<file path="src/rtl/ifetch_queue.sv">
// ifetch_queue: in-order instruction fetch buffer between the PC stage and decode.
// Issues fetch addresses to a variable-latency imem, gathers in-order responses
// into DEPTH slots and hands {pc, instr} pairs to decode over valid/ready.
// A taken branch (flush_F) kills buffered entries and counts in-flight
// responses so they are dropped when they come back.
// Optional macro IFQ_BYPASS_EN: a response landing on an empty head slot is
// presented to decode in the same cycle (zero response-to-decode latency).
module ifetch_queue #(
  parameter int DEPTH = 4,
  parameter int AW    = 64,
  parameter int IW    = 32
) (
  input  logic          clk,
  input  logic          reset,
  input  logic          flush_F,
  input  logic          fetch_valid_F,
  input  logic [AW-1:0] fetch_addr_F,
  output logic          fetch_ready_F,
  output logic          imem_req,
  output logic [AW-1:0] imem_addr,
  input  logic          imem_gnt,
  input  logic          imem_rvalid,
  input  logic [IW-1:0] imem_rdata,
  output logic          instr_valid_D,
  output logic [IW-1:0] instr_D,
  output logic [AW-1:0] pc_D,
  input  logic          instr_ready_D
);

  localparam int IDXW = (DEPTH > 1) ? $clog2(DEPTH) : 1;
  localparam int PW   = IDXW + 1;
  // Back-to-back flushes can stack several windows of stale responses, so the
  // drop counter carries headroom beyond a single window of DEPTH.
  localparam int DW   = PW + 3;

  typedef struct packed {
    logic [AW-1:0] pc;
    logic [IW-1:0] instr;
  } ent_t;

  ent_t             ent_q [DEPTH];
  logic [DEPTH-1:0] filled_q;
  logic [PW-1:0]    head_q, fill_q, tail_q;
  logic [PW-1:0]    occ, inflight;
  logic [DW-1:0]    discard_q;
  logic [IDXW-1:0]  head_idx, fill_idx, tail_idx;
  logic             rsp_any, rsp_wr, byp, head_vld, pop, space, issue;

  assign head_idx = head_q[IDXW-1:0];
  assign fill_idx = fill_q[IDXW-1:0];
  assign tail_idx = tail_q[IDXW-1:0];
  assign occ      = tail_q - head_q;
  assign inflight = tail_q - fill_q;

  // A response is legitimate if it is owed to the drop counter or matches an
  // outstanding request; only the latter lands in the buffer.
  assign rsp_any  = imem_rvalid & ((discard_q != '0) | (fill_q != tail_q));
  assign rsp_wr   = imem_rvalid & (discard_q == '0) & (fill_q != tail_q) & !flush_F;
  assign head_vld = filled_q[head_idx] & (head_q != fill_q);

`ifdef IFQ_BYPASS_EN
  // Head slot still waiting on its instruction: forward the response directly.
  assign byp     = rsp_wr & (head_q == fill_q);
  assign instr_D = byp ? imem_rdata : ent_q[head_idx].instr;
`else
  assign byp     = 1'b0;
  assign instr_D = ent_q[head_idx].instr;
`endif

  assign pc_D          = ent_q[head_idx].pc;
  assign instr_valid_D = !reset & (head_vld | byp);
  assign pop           = instr_valid_D & instr_ready_D & !flush_F;
  // A pop frees the head slot this cycle, so a full queue can still accept.
  assign space         = (occ < PW'(DEPTH)) | pop;
  assign imem_req      = !reset & fetch_valid_F & space & !flush_F;
  assign issue         = imem_req & imem_gnt;
  assign fetch_ready_F = issue;
  assign imem_addr     = fetch_addr_F;

  // Pointer, drop-counter and filled-flag update; flush overrides everything.
  always_ff @(posedge clk) begin
    if (reset) begin
      head_q    <= '0;
      fill_q    <= '0;
      tail_q    <= '0;
      discard_q <= '0;
      filled_q  <= '0;
    end else if (flush_F) begin
      head_q    <= tail_q;
      fill_q    <= tail_q;
      discard_q <= discard_q + DW'(inflight) - DW'(rsp_any);
    end else begin
      if (imem_rvalid && discard_q != '0) discard_q <= discard_q - DW'(1);
      if (rsp_wr) begin
        fill_q <= fill_q + PW'(1);
        // A bypassed-and-consumed response never becomes a buffered entry.
        if (!(byp && pop)) filled_q[fill_idx] <= 1'b1;
      end
      if (issue) begin
        tail_q             <= tail_q + PW'(1);
        filled_q[tail_idx] <= 1'b0;
      end
      if (pop) head_q <= head_q + PW'(1);
    end
  end

  // Entry payload: pc captured at issue, instruction captured at response.
  always_ff @(posedge clk) begin
    if (rsp_wr && !reset) ent_q[fill_idx].instr <= imem_rdata;
    if (issue) ent_q[tail_idx].pc <= fetch_addr_F;
  end

  // A response with nothing outstanding and nothing to drop is a memory bug.
  always_ff @(posedge clk) begin
    if (!reset) assert (!(imem_rvalid && !rsp_any));
  end

endmodule

</file>
<file path="config.mk">
export PLATFORM = sky130hd
export DESIGN_NAME = ifetch_queue
export DESIGN_NICKNAME = d
export VERILOG_FILES = /design/src/rtl/ifetch_queue.sv
export SDC_FILE = /design/constraint.sdc
export NUM_CORES = 1
export LEC_CHECK = 0
export CORE_UTILIZATION = 48
export CTS_CLUSTER_SIZE = 20
export DETAILED_ROUTE_END_ITERATION = 6
export GPL_ROUTABILITY_DRIVEN = 1
export GPL_TIMING_DRIVEN = 0
export PLACE_DENSITY = 0.8
export SYNTH_ARGS = -nofsm -noshare
export SYNTH_HDL_FRONTEND = slang
export SYNTH_SLANG_ARGS = --single-unit
</file>
<file path="constraint.sdc">
create_clock -name clk -period 4.3 [get_ports clk]
set_input_delay 0.43 -clock clk [delete_from_list [all_inputs] [get_ports clk]]
set_output_delay 0.43 -clock clk [all_outputs]
set_load 0.02 [all_outputs]
</file>
[Word level (Yosys, flattened, before mapping)]
Memories as Yosys holds them, arrays and structs flattened. A register that Yosys moved wholly into a read port is not among the register bits.
Cells that the tools add are included.
Storage, ports and cells
  register bits: 19
  RAM bits: 384
  input port bits: 103
  output and inout bits: 163
  logic and storage cells: 74
  memories: 1
Memories
  ent_q: words 4, width 96, read ports 1, clocked after memory_dff 1, write ports 2, line 41  | ent_t ent_q [DEPTH];
Operators by class
  $add $sub $neg: 8
  magnitude comparators: 6
  eq/ne operators: 2
  mux-type cells: 22
  bitwise operators: 18
  reductions and logical operators: 12
Operator list (count)
  two-way mux 4 bit: 4
  AND 1 bit: 12
  two-way mux 3 bit: 4
  two-way mux 6 bit: 2
  adder 3 x 1 -> 3 bit (second input constant): 3
  < comparator 2 x 3 -> 1 bit (second input constant): 3
  two-way mux 1 bit: 7
  adder 6 x 3 -> 6 bit: 1
  logical NOT 6 bit: 1
  inequality test 3 bit: 2
  nonzero test 2 bit: 3
  nonzero test 6 bit: 1
  subtractor 3 bit: 2
  subtractor 6 x 1 -> 6 bit: 1
  subtractor 6 x 1 -> 6 bit (second input constant): 1
  AND 4 bit: 1
  demux 1 bit (select 2 bit): 2
  greater-or-equal comparator 2 x 1 -> 1 bit (second input constant): 2
  logical AND 1 bit: 4
  two-way mux 2 bit: 2
  inverter 4 bit: 1
  bitwise OR 4 bit: 1
  < comparator 3 bit (second input constant): 1
  binary-select mux 1 bit (select 2 bit): 1
  4 further kinds: 6

[Longest topological paths before layout]
Gate-level depths: netlist (run 1).
  word-level depth: 12
  gate-level depth with buffers: 16
  depth with buffers taken out: 15

[Worst setup path after synthesis (run 1)]
OpenSTA, ideal clock, no wires.
  path kind: register -> register
  start point: reg head_q[1]
  end point: mem ent_q[3][32] (netlist bit), enable pin
  library setup time: 483 ps
  arrival: 3784 ps
  path slack: 33 ps
  cell stages (with the launch flop): 6
  path buffers: 0
  clock period less this slack: 4267 ps
  cell sequence: dfxtp_1 inv_1 ha_1 a21oi_1 xnor2_1 a211oi_2
RTL lines
  start, declared: line 43  | logic [PW-1:0] head_q, fill_q, tail_q;
  start signal, assigned: line 89  | head_q <= tail_q;
  start signal, assigned: line 103  | if (pop) head_q <= head_q + PW'(1);
  end, declared: line 41

==> impl_metrics.toml, run 1 <==
[run_status]
outcome = "completed"

[hold_path]
hold_depth = 2
min_path_type = "flop to flop"
hp-start = "filled_q[3]"
holdPathEnd = "filled_q[3]"

[worst_setup_path]
critPathBufInv = 4
reg2reg_depth = 14
critical_path_class = "flop to output pin"
cp_max_fo = 10
critPathRequiredTime_ns = 3.87
reg2reg_slack_ns = 1.41
arrival_ns = 3.27
cp_top_family = "buffers and inverters"
worst_path_largest_cell_delay_ns = 0.62
critPathMostFrequentCell = "clkbuf_1"
r2r-start = "tail_q[0]"
r2r-end = "discard_q[4]"
cp-end-kind = "output pin"
start_kind = "flop"
crit_path_top_delay_cell = "clkbuf_1"
worstPathCellList = "buf_2, clkbuf_1, clkbuf_1, mux4_2, clkdlybuf4s50_1"

[floorplan]
fp.dieArea_sq_um = 33910
core_sq_um = 32620
die_w_um = 184.1
die_h_um = 184.1
ioPinCount = 266
start_util_pct = 48.81
row_count = 66

[global_routing]
overflow = 0
grt_pass1_wl_mm = 47.54
track_usage_pct = 18.86
grt_max_degree = 52
grt_pass1_vias = 8409
grt_antenna_before_repair = 0

[route]
ant_nets = 0
vias = 8025
drc = 0
wl_mm = 31.82
routed_via_density = 5.211
drt_iter0_markers = 529
avgRoutedWirePerCell_um = 20.66
first_pass_iters = 4

[synth]
ys_warn_count = 0
ys_ff_latch = 405
ys_seq_area_share_pct = 75.06
synth_edf_count = 384
async_flop_share_pct = 0
synth.top_cell.area_share_pct = 72.42
syn_inst = 751
synthDistinctLibCells = 45
synth_area_per_cell_sq_um = 21.20
synth_top_area_cell = "edfxtp_1"
syn_nets = 880
ys_top_cells_by_area = "edfxtp_1, mux4_2, buf_4"
synthesis.area_sq_um = 15920
ys.flop_type = "edfxtp_1"

[timing]
whs_ns = 0.4649
finalHoldViolCount = 0
setup_viol = 0
rsz0062_at_grt = "no"
finalClockSkew_ns = 0.009983
finalCriticalPeriod_ns = 3.703
max_slew.worst_pin.slew_ns = 0.9291
final.setup.tns_ns = 0
fmax_mhz = 270.1
maxSlewHeadroom_pct = 38.06
fin_crit_sh_pct = 86.11
setup_slack_ns = 0.5973
slew_viol_final = 0

[pwr]
leakage_nw = 6.809
netSwitchingFraction_pct = 23.06
power_frac_clock_pct = 37.6
irDropWorstVdd_uv = 275.5
p_per_area_nw_per_um2 = 436.2
p_int_mw = 6.912
p_comb_share_pct = 13.3
power_mw = 8.984
switchingPower_mw = 2.072
seqPwrFrac_pct = 49.0

[layout]
drive_above_1_share_pct = 23.59
nets = 1195
area_delta_synth_final_pct = 29.36
diodes = 0

[clocking]
clockBufferDepth = 3
root_buffer = "clkbuf_16"
cts_sinks = 405
cts_buffers = 41
hold_buffers = 0
cts_max_level = 2
cts_tree = "done"
post-cts-setup-buffers = 0
insertion_delay_ns = 0.53
cts_resized = 0
clkTransAtPathRegs_ns = 0.06

[place]
dp_hpwl_mm = 20.32
place_ws_ns = 0.7143
io_buffers = 265
gp_congestion = 0.7622

[job]
cap_violations = 0
## through the flow
stage | instance area (sq um) | instances | util (%)
floorplan | 15920 | 751 | -
global placement | 19130 | 1458 | 58.64
detailed placement | 19300 | 1465 | 59.18
CTS | 20600 | 1540 | 63.15
global route | 20600 | 1540 | 63.15
finish | 20600 | 1540 | 63.15
## metal layers
layer | GRT usage, % | vias to the layer above | routed length, um
met2 | 32.73 | 284 | 16400
met5 | 0 | - | 0
met3 | 3.833 | 54 | 2012
met4 | 5.967 | 0 | 778
met1 | 23.86 | 4096 | 12620
li1 | - | 3591 | -
## cell families after synthesis
kind of cell    count (synthesis)  synth area share [%]
fa+ha+maj                      26                 2.137
compound gates                 41                 2.012
simple gates                   40                 1.415
flops                         405                 75.06
mux                           101                 13.92
buf+inv                       120                 4.463
xor+xnor                       18                0.9901
## registers in the layout, summed over array words and instances, names as in the netlist, named ones only
register,flops
ent_q,384
discard_q,6
tail_q,3
filled_q,4
head_q,3
fill_q,3
## how the worst max path moves through the flow
stage	from	depth (start not counted)	slack (ns)	to
final	flop	5	0.60	pc_D[28]
after global routing	flop	5	0.48	pc_D[27]
after CTS	flop	5	0.52	pc_D[27]
after detailed placement	reset	8	0.71	ent_q[3][71]
after global placement	reset	6	-2.88	tail_q[2]
after floorplan	head_q[1]	5	0.03	ent_q[3][32]
## final cells by class
class | instances | area [sq um]
Tap cell | 442 | 553.0
Timing Repair Buffer | 272 | 2808
Sequential cell | 405 | 11950
Clock buffer | 50 | 1090
Clock inverter | 25 | 205.2
Buffer | 91 | 601.8
Inverter | 29 | 108.9
Fill cell | 2260 | 12020
Multi-Input combinational cell | 226 | 3279
## cells in the final DEF (no fill, tap or decap), drive strengths merged, types with 6 or more instances in the layout
cell type / Yosys / layout
buf: 79 / 86
clkdlybuf4s50: 0 / 265
clkinv: 0 / 19
dfxtp: 21 / 21
xnor2: 16 / 16
edfxtp: 384 / 384
clkbuf: 12 / 62
nand2: 10 / 10
nor2: 6 / 6
mux4: 96 / 96
ha: 24 / 24
a21oi: 16 / 16
inv: 29 / 31
## power groups by stage
| stage | sequential [mW] | clock [mW] | combinational (mW) |
|---|---|---|---|
| CTS | 4.41 | 3.45 | 1.21 |
| finish | 4.41 | 3.38 | 1.20 |
| global placement | 4.49 | 0 | 1.17 |
| detailed placement | 4.49 | 0 | 1.20 |
| floorplan | 4.48 | 0 | 0.740 |
| global route | 4.41 | 3.60 | 1.30 |
## cell usage after synthesis, types with 2 or more instances
cell and n:
edfxtp_1 384, and2_1 3, and3_1 5, a21o_1 2
fa_1 2, a21boi_1 2, buf_4 65, o31a_1 2
a21oi_2 2, o21ai_0 4, nor2_1 6, a2bb2oi_2 2
nor2b_1 2, a21oi_1 13, dfxtp_1 21, mux4_2 96
a211oi_1 4, xor2_1 2, nand2_1 10, inv_1 29
buf_2 13, nand3_1 5, nor3_1 2, clkbuf_1 12
xnor2_1 16, ha_1 24, mux2i_1 4, a21boi_0 2
## tightest hold or removal path, cell delays in order, from the launching register on
cell and delay (ns):
dfxtp_1 0.31, nand2_1 0.06, a21oi_1 0.05
No activity file was read; power rests on OpenSTA's default activity.
==> run 2: changes to the inputs <==
Settings changed: RECOVER_POWER from default to 25.
==> run 2 against run 1 <==
Compared with the run above: power hardly changed; sequential share of layout area about the same; register-to-register slack about the same; via count fell by 0.27%; final area about the same; clock power is essentially flat; critical path depth did not move; hold slack about the same; final cell count is 0.26% higher; utilization barely moved; highest routed layer unchanged; largest power group unchanged.
==> impl_metrics.toml, run 2 (same netlist as run 1, synthesis figures left out) <==
[run_status]
outcome = "completed"

[floorplan]
start_util_pct = 48.81
die_w_um = 184.1
row_count = 66
core_sq_um = 32620
fp.dieArea_sq_um = 33910
die_h_um = 184.1
ioPinCount = 266

[place]
gp_congestion = 0.7622
place_ws_ns = 0.7143
dp_hpwl_mm = 20.32
io_buffers = 265
place_inst = 1465

[clocking]
insertion_delay_ns = 0.53
cts_tree = "done"
cts_resized = 0
cts_max_level = 2
clockBufferDepth = 3
hold_buffers = 0
post-cts-setup-buffers = 0
cts_sinks = 405
clkTransAtPathRegs_ns = 0.06
root_buffer = "clkbuf_16"
cts_buffers = 41

[worst_setup_path]
cp_max_fo = 10
start_kind = "flop"
reg2reg_slack_ns = 1.41
cp-end-kind = "output pin"
r2r-start = "tail_q[0]"
r2r-end = "discard_q[4]"
critical_path_class = "flop to output pin"
arrival_ns = 3.28
reg2reg_depth = 14
critPathRequiredTime_ns = 3.87

[global_routing]
grt_pass1_vias = 8409
grt_pass1_wl_mm = 47.54
grt_max_degree = 52
overflow = 0
grt_antenna_before_repair = 4
track_usage_pct = 18.86

[layout]
top_regs = "ent_q x384, discard_q x6, filled_q x4"
regMostFlops = "ent_q"
finalNonFillerCells = 1544
largest_reg_flops = 384
area_delta_synth_final_pct = 29.42
drive_above_1_share_pct = 23.59
nets = 1195
final_cell_mix = "edfxtp_1, clkdlybuf4s50_1, mux4_2"
layout_commonest_cell = "edfxtp_1"

[route]
wl_mm = 31.77
routed_via_density = 5.183
ant_nets = 0
vias = 8003
drc = 0
drt_iter0_markers = 533
avgRoutedWirePerCell_um = 20.58
first_pass_iters = 4

[hold_path]
hold_depth = 2
holdPathEnd = "filled_q[3]"
hp-start = "filled_q[3]"
min_path_type = "flop to flop"

[timing]
setup_viol = 0
fin_crit_sh_pct = 86.37
finalClockSkew_ns = 0.009700
slew_viol_final = 0
maxSlewHeadroom_pct = 38.52
fmax_mhz = 269.3
finalCriticalPeriod_ns = 3.714
setup_slack_ns = 0.5860
rsz0062_at_grt = "no"
max_slew.worst_pin.slew_ns = 0.9222
finalHoldViolCount = 0

[pwr]
leakage_nw = 6.826
irDropWorstVdd_uv = 275.4
p_per_area_nw_per_um2 = 435.7

[job]
cap_violations = 0
-- run 2: changes by cell type in the layout (fill, tap and decap cells not counted), sizes merged --
cell	previous run	this run
clkdlybuf4s50	265	203
dlygate4sd3	0	62
diode	0	4
-- run 2: critical path, stage by stage (launching register included) --
cell and delay (ns):
dfxtp_1 0.30, buf_2 0.24, clkbuf_1 0.55, clkbuf_1 0.63, mux4_2 0.41, clkdlybuf4s50_1 0.62
-- run 2: layout make-up --
| type | count | area, sq um |
|---|---|---|
| fill | 2257 | 12010 |
| sequential | 405 | 11950 |
| multi-input combinational | 226 | 3279 |
| timing repair buffer | 272 | 2808 |
| clock buffer | 50 | 1090 |
| buffer | 91 | 601.8 |
| tap | 442 | 553.0 |
| clock inverter | 25 | 205.2 |
| inverter | 29 | 108.9 |
| antenna | 4 | 10.01 |
-- run 2: worst max-delay path by stage --
stage,start,endpoint,slack (ns)
3_3_place_gp,reset,tail_q[2],-2.88
4_1_cts,flop,pc_D[27],0.52
5_1_grt,flop,pc_D[27],0.48
2_1_floorplan,head_q[1],ent_q[3][32],0.03
3_5_place_dp,reset,ent_q[3][71],0.71
6_report,flop,pc_D[28],0.59
-- run 2: metal layers --
metal | wire length (um) | up-vias | track usage [%]
met2 | 16420 | 269 | 32.73
met3 | 1900 | 51 | 3.833
met5 | 0 | - | 0
li1 | - | 3596 | -
met1 | 12670 | 4087 | 23.86
met4 | 780 | 0 | 5.967
-- run 2: through the flow --
stage	power, mW	util [%]	setup TNS (ns)	hold WS [ns]	instance area [sq um]
floorplan	5.223	-	0	0.4360	15920
global placement	5.661	58.64	-385.34	0.4474	19130
detailed placement	5.688	59.18	0	0.4577	19300
CTS	9.063	63.15	0	0.4675	20600
global route	9.293	63.17	0	0.5064	20600
finish	8.979	63.18	0	0.4651	20610
-- run 2: power by group --
part / internal, mW / switching, mW / total (mW) / leakage (nW)
Sequential: 4.37 / 0.0361 / 4.41 / 3.63
Combinational: 0.592 / 0.595 / 1.19 / 2.56
Clock: 1.94 / 1.45 / 3.39 / 0.636
Total: 6.90 / 2.08 / 8.98 / 6.83
